## config.mk

```make
export PLATFORM = sky130hd
export DESIGN_NAME = wb_bus_arbiter
export DESIGN_NICKNAME = d
export VERILOG_FILES = /design/src/rtl/wb_bus_arbiter.sv
export SDC_FILE = /design/constraint.sdc
export NUM_CORES = 1
export LEC_CHECK = 0
export CORE_AREA = 2 2 122 124
export DETAILED_ROUTE_END_ITERATION = 6
export DIE_AREA = 0 0 124 126
export PLACE_DENSITY = 0.65
export SLEW_MARGIN = 20
export SYNTH_ARGS = -nofsm -noshare
export SYNTH_HDL_FRONTEND = slang
export SYNTH_SLANG_ARGS = --single-unit
```

## constraint.sdc

```tcl
create_clock -name CLK_I -period 2.4 [get_ports CLK_I]
set_clock_uncertainty 0.2 [all_clocks]
set_input_delay 0.24 -clock CLK_I [delete_from_list [all_inputs] [get_ports CLK_I]]
set_output_delay 0.24 -clock CLK_I [all_outputs]
set_load 0.05 [all_outputs]
```

## src/rtl/wb_bus_arbiter.sv

```systemverilog
// Two-master to one-slave Wishbone arbiter: round-robin on ties, grant held for
// the whole CYC, and a watchdog that turns a hung access into an ERR pulse.
module wb_bus_arbiter #(
    parameter int unsigned AW      = 32,
    parameter int unsigned DW      = 32,
    parameter int unsigned TIMEOUT = 255
) (
    input  logic            CLK_I,
    input  logic            RST_I,
    // master 0: instruction fetch
    input  logic            M0_CYC_I,
    input  logic            M0_STB_I,
    input  logic            M0_WE_I,
    input  logic [AW-1:0]   M0_ADR_I,
    input  logic [DW-1:0]   M0_DAT_I,
    input  logic [DW/8-1:0] M0_SEL_I,
    output logic [DW-1:0]   M0_DAT_O,
    output logic            M0_ACK_O,
    output logic            M0_ERR_O,
    // master 1: data
    input  logic            M1_CYC_I,
    input  logic            M1_STB_I,
    input  logic            M1_WE_I,
    input  logic [AW-1:0]   M1_ADR_I,
    input  logic [DW-1:0]   M1_DAT_I,
    input  logic [DW/8-1:0] M1_SEL_I,
    output logic [DW-1:0]   M1_DAT_O,
    output logic            M1_ACK_O,
    output logic            M1_ERR_O,
    // slave
    output logic            S_CYC_O,
    output logic            S_STB_O,
    output logic            S_WE_O,
    output logic [AW-1:0]   S_ADR_O,
    output logic [DW-1:0]   S_DAT_O,
    output logic [DW/8-1:0] S_SEL_O,
    input  logic [DW-1:0]   S_DAT_I,
    input  logic            S_ACK_I,
    input  logic            S_ERR_I
);

    localparam logic [1:0]  ST_IDLE  = 2'd0;
    localparam logic [1:0]  ST_GNT0  = 2'd1;
    localparam logic [1:0]  ST_GNT1  = 2'd2;
    localparam logic [15:0] TMO_LAST = 16'(TIMEOUT - 1);

    logic [1:0]  r_state;
    logic [1:0]  w_state_nxt;
    logic        r_last_grant;
    logic        w_last_grant_nxt;
    logic [15:0] r_tmo_cnt;
    logic [15:0] w_tmo_cnt_nxt;

    logic        w_req0;
    logic        w_req1;
    logic        w_gnt0;
    logic        w_gnt1;
    logic        w_stb_mux;
    logic        w_busy;
    logic        w_timeout_hit;

    assign w_req0    = M0_CYC_I & M0_STB_I;
    assign w_req1    = M1_CYC_I & M1_STB_I;
    assign w_gnt0    = (r_state == ST_GNT0);
    assign w_gnt1    = (r_state == ST_GNT1);
    assign w_stb_mux = (w_gnt0 & M0_STB_I) | (w_gnt1 & M1_STB_I);

    // a strobed access still waiting for its slave termination
    assign w_busy        = w_stb_mux & ~S_ACK_I & ~S_ERR_I;
    assign w_timeout_hit = w_busy & (r_tmo_cnt == TMO_LAST);

    // read data is broadcast; only ACK qualifies it
    assign M0_DAT_O = S_DAT_I;
    assign M1_DAT_O = S_DAT_I;

    // state, round-robin pointer and watchdog registers
    always_ff @(posedge CLK_I or posedge RST_I) begin
        if (RST_I) begin
            r_state      <= ST_IDLE;
            r_last_grant <= 1'b1;
            r_tmo_cnt    <= 16'd0;
        end else begin
            r_state      <= w_state_nxt;
            r_last_grant <= w_last_grant_nxt;
            r_tmo_cnt    <= w_tmo_cnt_nxt;
        end
    end

    // next-state: arbitrate only from IDLE, hold grant while CYC stays high
    always_comb begin
        w_state_nxt      = r_state;
        w_last_grant_nxt = r_last_grant;
        case (r_state)
            ST_IDLE: begin
                if (w_req0 && w_req1) begin
                    if (r_last_grant) begin
                        w_state_nxt      = ST_GNT0;
                        w_last_grant_nxt = 1'b0;
                    end else begin
                        w_state_nxt      = ST_GNT1;
                        w_last_grant_nxt = 1'b1;
                    end
                end else if (w_req0) begin
                    w_state_nxt = ST_GNT0;
                end else if (w_req1) begin
                    w_state_nxt = ST_GNT1;
                end
            end
            ST_GNT0: if (!M0_CYC_I) w_state_nxt = ST_IDLE;
            ST_GNT1: if (!M1_CYC_I) w_state_nxt = ST_IDLE;
            default: w_state_nxt = ST_IDLE;
        endcase
    end

    // watchdog: count unterminated strobed cycles, clear on hit or any break
    always_comb begin
        w_tmo_cnt_nxt = 16'd0;
        if (w_busy && !w_timeout_hit) begin
            w_tmo_cnt_nxt = (r_tmo_cnt == 16'hFFFF) ? r_tmo_cnt : r_tmo_cnt + 16'd1;
        end
    end

    // bus mux and termination routing, decoded from the registered grant
    always_comb begin
        S_CYC_O  = 1'b0;
        S_STB_O  = 1'b0;
        S_WE_O   = 1'b0;
        S_ADR_O  = '0;
        S_DAT_O  = '0;
        S_SEL_O  = '0;
        M0_ACK_O = 1'b0;
        M0_ERR_O = 1'b0;
        M1_ACK_O = 1'b0;
        M1_ERR_O = 1'b0;
        if (w_gnt0) begin
            S_CYC_O  = M0_CYC_I;
            S_STB_O  = M0_STB_I;
            S_WE_O   = M0_WE_I;
            S_ADR_O  = M0_ADR_I;
            S_DAT_O  = M0_DAT_I;
            S_SEL_O  = M0_SEL_I;
            M0_ACK_O = S_ACK_I;
            M0_ERR_O = S_ERR_I | w_timeout_hit;
        end else if (w_gnt1) begin
            S_CYC_O  = M1_CYC_I;
            S_STB_O  = M1_STB_I;
            S_WE_O   = M1_WE_I;
            S_ADR_O  = M1_ADR_I;
            S_DAT_O  = M1_DAT_I;
            S_SEL_O  = M1_SEL_I;
            M1_ACK_O = S_ACK_I;
            M1_ERR_O = S_ERR_I | w_timeout_hit;
        end
    end

    // slave protocol check: ACK and ERR must never coincide
    always @(posedge CLK_I) begin
        assert (RST_I || !(S_ACK_I && S_ERR_I))
            else $warning("wb_bus_arbiter: slave asserted ACK and ERR together");
    end

endmodule
```

# Word level (Yosys, flattened, before mapping)
# Cells that the tools add are included.
dict set report op_classes {
  n_eq_ne 8
  bitwise_logic 11
  reduce_logical 6
  mux 28
  add_sub_neg 1
}
# op n
set op_table {}
lappend op_table {{$mux W32} 4}
lappend op_table {{$mux W16} 2}
lappend op_table {{$add A16 B1 Y16 const B} 1}
lappend op_table {{$eq A16 B16 Y1 const B} 1}
lappend op_table {{$eq A16 B8 Y1 const B} 1}
lappend op_table {{$mux W1} 13}
lappend op_table {{$mux W2} 6}
lappend op_table {{$mux W4} 2}
lappend op_table {{$and A1 B1 Y1} 7}
lappend op_table {{$ne A2 B2 Y1 const B} 3}
lappend op_table {{$pmux W2 S3} 1}
lappend op_table {{$ne A4 B4 Y1 const B} 1}
lappend op_table {{$reduce_and A3 Y1} 1}
lappend op_table {{$eq A2 B1 Y1 const B} 1}
lappend op_table {{$eq A2 B2 Y1 const B} 1}
lappend op_table {{$logic_and A1 B1 Y1} 2}
lappend op_table {{$logic_not A2 Y1} 1}
lappend op_table {{$not A1 Y1} 2}
lappend op_table {{$or A1 B1 Y1} 2}
lappend op_table {{$reduce_and A2 Y1} 1}
lappend op_table {{$logic_not A1 Y1} 1}
dict set report totals {
  ff_bits 19
  elab_cells 57
}

# Longest topological paths before layout
# Gate-level depths: netlist (run 1).
dict set report depth {
  word_depth 9
  depth_mapped 8
  ltp_nobuf 6
}

# Worst setup path before layout (run 1)
# OpenSTA, ideal clock, no wires.
dict set report synth_timing {
  path_type {reg-to-output}
  from {register r_tmo_cnt[0]}
  to {output port M0_ERR_O}
  t_required_ns 1.960
  n_path_buf 0
  path_slack_ns 0.135
  stages_incl_launch_ff 7
  arrival_ns 1.825
  path_cell_list {dfrtp_1 > inv_1 > ha_1 > nor4bb_1 > and4_1 > a31oi_1 > nor2b_1}
}
dict set report synth_between {
  elab_chain_cells 4
}
# element line
set synth_rtl {}
lappend synth_rtl {{start, declared} 51} ;# logic [15:0] r_tmo_cnt;
lappend synth_rtl {{start signal, assigned} 85} ;# r_tmo_cnt <= w_tmo_cnt_nxt;
lappend synth_rtl {{$eq A16 B8 Y1} 70} ;# assign w_timeout_hit = w_busy & (r_tmo_cnt == TMO_LAST);
lappend synth_rtl {{$and A1 B1 Y1} 70}
lappend synth_rtl {{$or A1 B1 Y1} 143} ;# M0_ERR_O = S_ERR_I | w_timeout_hit;
lappend synth_rtl {{$mux W1} 135} ;# if (w_gnt0) begin
lappend synth_rtl {{end, declared} 19} ;# output logic M0_ERR_O,
# No other way between the ends.

# Worst setup path after layout (run 1)
dict set report layout_timing {
  from {register r_tmo_cnt[1]}
  to {register r_tmo_cnt[10]}
}
dict set report layout_between {
  elab_chain_cells 5
}
# element
set layout_rtl {}
lappend layout_rtl {{branches (longest 5 deep; another with $add A16 B1 Y16)}}
# Several ways; the timed one is not identified. The select of a mux whose other input is x is not followed.
# A chain may end at the register's enable or synchronous reset.

==> results.toml, run 1 <==
[floorplan]
initial_utilization_pct = 16.15
dieArea_sq_um = 15620
die_h_um = 126
pin_count = 317
die-width_um = 124
core_sq_um = 14310
num_rows = 44

[route]
dr_wl_met2_mm = 5.852
wl_met3_mm = 1.940
via_per_inst = 4.635
drt_first_pass_iters = 4
drtIter0Drc = 146
m1WireLength_mm = 5.006
drc = 0
vias = 2809
postRouteAntennaNets = 0
highest_layer = "met5"
totalWireLength_mm = 12.94
drt-wirelength-per-cell_um = 21.35

[clock_tree]
clkTransAtPathRegs_ns = 0.05
clkLatencyLatePin_ns = 0.25
cts_made_buffers = 3
cts_max_level = 1
cts_tree = "done"
cts_root_buf = "clkbuf_16"
clock_path_buffers = 2
cts.sinks = 19

[critical_path]
worstRegToRegCells = 5
startpoint_type = "flop"
critical_path.max_stage_delay_ns = 0.61
worstPathArrival_ns = 2.23
crit_family = "simple AND/OR/NAND/NOR gates"
path_max_fanout = 5
path_class = "flop to flop"
path_buf_inv = 0
cp_cell_sequence = "ha_1 -> nand4_1 -> nor2_1 -> or4b_2 -> a21oi_1"
slowest_stage = "or4b_2"
cp.depth = 5
critPathCaptureType = "flop"
critPathRequiredTime_ns = 2.36

[global_route]
grt-ovfl-total = 0
track_usage_pct = 15.06
antenna_found_initial = 2
grt_max_degree = 73
grt_pass1_vias = 2857
grt_pass1_wl_mm = 17.43

[worst_hold_path]
hold_path.class = "input pin to asynchronous set/reset pin"

[synth]
synth_cells = 277
synthDistinctLibCells = 39
yosys_warnings = 0
synth-seq-area-share_pct = 20.62
ys_ff_latch = 19
syn_area_sq_um = 2312
synth_nets = 457
syn_area_per_cell_sq_um = 8.347

[outcome]
outcome = "complete, no violations"

[power]
p_per_area_nw_per_um2 = 487.4
peakVddDrop_mv = 0.2995
p_leak_nw = 1.975

[timing]
maxSlewViolCount = 0
finalCritPeriodShare_pct = 94.41
max_freq_ghz = 0.4413
finalHoldViolCount = 0
hold_slack_ns = 0.2034
setup_violations = 0
worst_pin_slew_ns = 0.7055
rsz0062_at_grt = "yes"
tns_ns = 0
period_needed_ns = 2.266
slew_headroom_pct = 52.92

[layout]
n_fill_cell = 1397
final_util_pct = 35.66
syn_to_final_growth_pct = 120.8
nets = 603
antennaDiodeCount = 0
stdcell_count = 606
final_cell_area_sq_um = 5105
layout-drive-gt1-share_pct = 23.46

[placement]
place_area_sq_um = 4999
place_congestion = 0.9334
dp.cells = 602
port_buffers = 220
dpl.hpwl_mm = 10.51

[flow_run]
maxCapViolCount = 0
## power by group
group,internal (W),switching (W)
Clock,0.000223,0.000121
Sequential,0.000340,0.0000149
Combinational,0.000887,0.000903
## per-stage QoR
stage          setup WS [ns]  total power (W)
2_1_floorplan         0.1349         0.001429
3_3_place_gp          0.3156         0.002141
3_5_place_dp          0.1960         0.002155
4_1_cts             0.003014         0.002518
5_1_grt             -0.04024         0.002578
6_report              0.1340         0.002488
## state kept, by name, summed over array words and instances (netlist names)
name          flops
r_tmo_cnt        16
r_last_grant      1
r_state           2
## synth_stat cells
cell / count / share of area [%]
o41ai_1: 2 / 0.76
nand2b_1: 2 / 0.54
buf_4: 66 / 21
o31ai_1: 1 / 0.32
nor2_1: 13 / 2.1
ha_1: 2 / 1.1
xnor2_1: 1 / 0.38
nor4_1: 2 / 0.54
a22o_1: 70 / 27
and3_1: 4 / 1.1
dfstp_2: 1 / 1.1
and2_1: 3 / 0.81
nand3b_1: 1 / 0.32
nand4_1: 6 / 1.6
nor3_1: 6 / 1.3
buf_6: 1 / 0.49
or3_1: 5 / 1.4
o21ai_0: 5 / 1.1
or4b_2: 2 / 0.87
clkbuf_1: 2 / 0.32
buf_2: 3 / 0.65
and4_1: 3 / 1.1
and4b_1: 1 / 0.43
a21oi_1: 8 / 1.7
nor4bb_1: 2 / 0.87
dfrtp_1: 18 / 19
or4_1: 1 / 0.32
buf_1: 12 / 1.9
nor4_2: 1 / 0.54
a31oi_1: 2 / 0.54
xor2_1: 1 / 0.38
a22o_4: 1 / 0.76
nand2_1: 9 / 1.5
or4b_1: 1 / 0.43
nand3_1: 5 / 1.1
a21oi_2: 3 / 1.1
inv_1: 4 / 0.65
nor2b_1: 4 / 1.1
mux2i_1: 3 / 1.3
## layout make-up
cell class	instances	area (sq um)	area share (%)
inverters	4	15.01	0.2941
multi-input cells	170	1287	25.22
clock inverters	1	5.005	0.09804
repair buffers	225	3015	59.07
well taps	184	230.2	4.510
clock buffers	3	75.07	1.471
flip-flops and latches	19	476.7	9.338
## per-layer routing
metal / up-vias / global-route usage [%]
met5: - / 0
met3: 12 / 8.514
met4: 4 / 2.115
met1: 1311 / 17.64
li1: 1273 / -
met2: 209 / 24.53
## cells by family after synthesis
kind of cell	count (synthesis)	share of synthesized area, %
AO/OA/AOI/OAI	92	32.85
XOR/XNOR	2	0.7577
adder cells (fa/ha/maj)	2	1.082
buffers and inverters	88	25.49
flip-flops	19	20.62
multiplexers	3	1.299
AND/OR/NAND/NOR	71	17.91
## timing repair
item,CTS,global route
hold buffers,0,0
endpoints found under the setup margin,0,3
buffers inserted,0,0
gates resized for setup,0,6
## final timing paths
| path | from | end | slack, ns |
|---|---|---|---|
| setup / recovery | r_tmo_cnt[1] | r_tmo_cnt[10] | 0.13 |
| hold / removal | RST_I | r_tmo_cnt[7] | 0.20 |
| setup reg to reg | r_tmo_cnt[1] | r_tmo_cnt[10] | 0.13 |
| hold reg to reg | r_last_grant | r_last_grant | 0.34 |
| max in group asynchronous | RST_I | r_tmo_cnt[12] | 1.35 |
| min in group CLK_I | S_DAT_I[26] | M1_DAT_O[26] | 0.28 |
## cell usage in the layout (no fill, tap or decap), drive strengths merged, types with 5 or more instances in the layout
master / count
nand3: 5
dfrtp: 18
buf: 80
nand2: 9
clkdlybuf4s50: 145
nor2: 13
a21oi: 11
a22o: 71
nand4: 6
nor3: 6
o21ai: 5
or3: 5
(Power assumes the default switching activity.)
==> run 2, diff against run 1 <==
Settings changed: HOLD_SLACK_MARGIN from default to 0.03.
==> results of run 2 <==
Same layout as run 1: the final DEF is identical, and so are final timing and power.
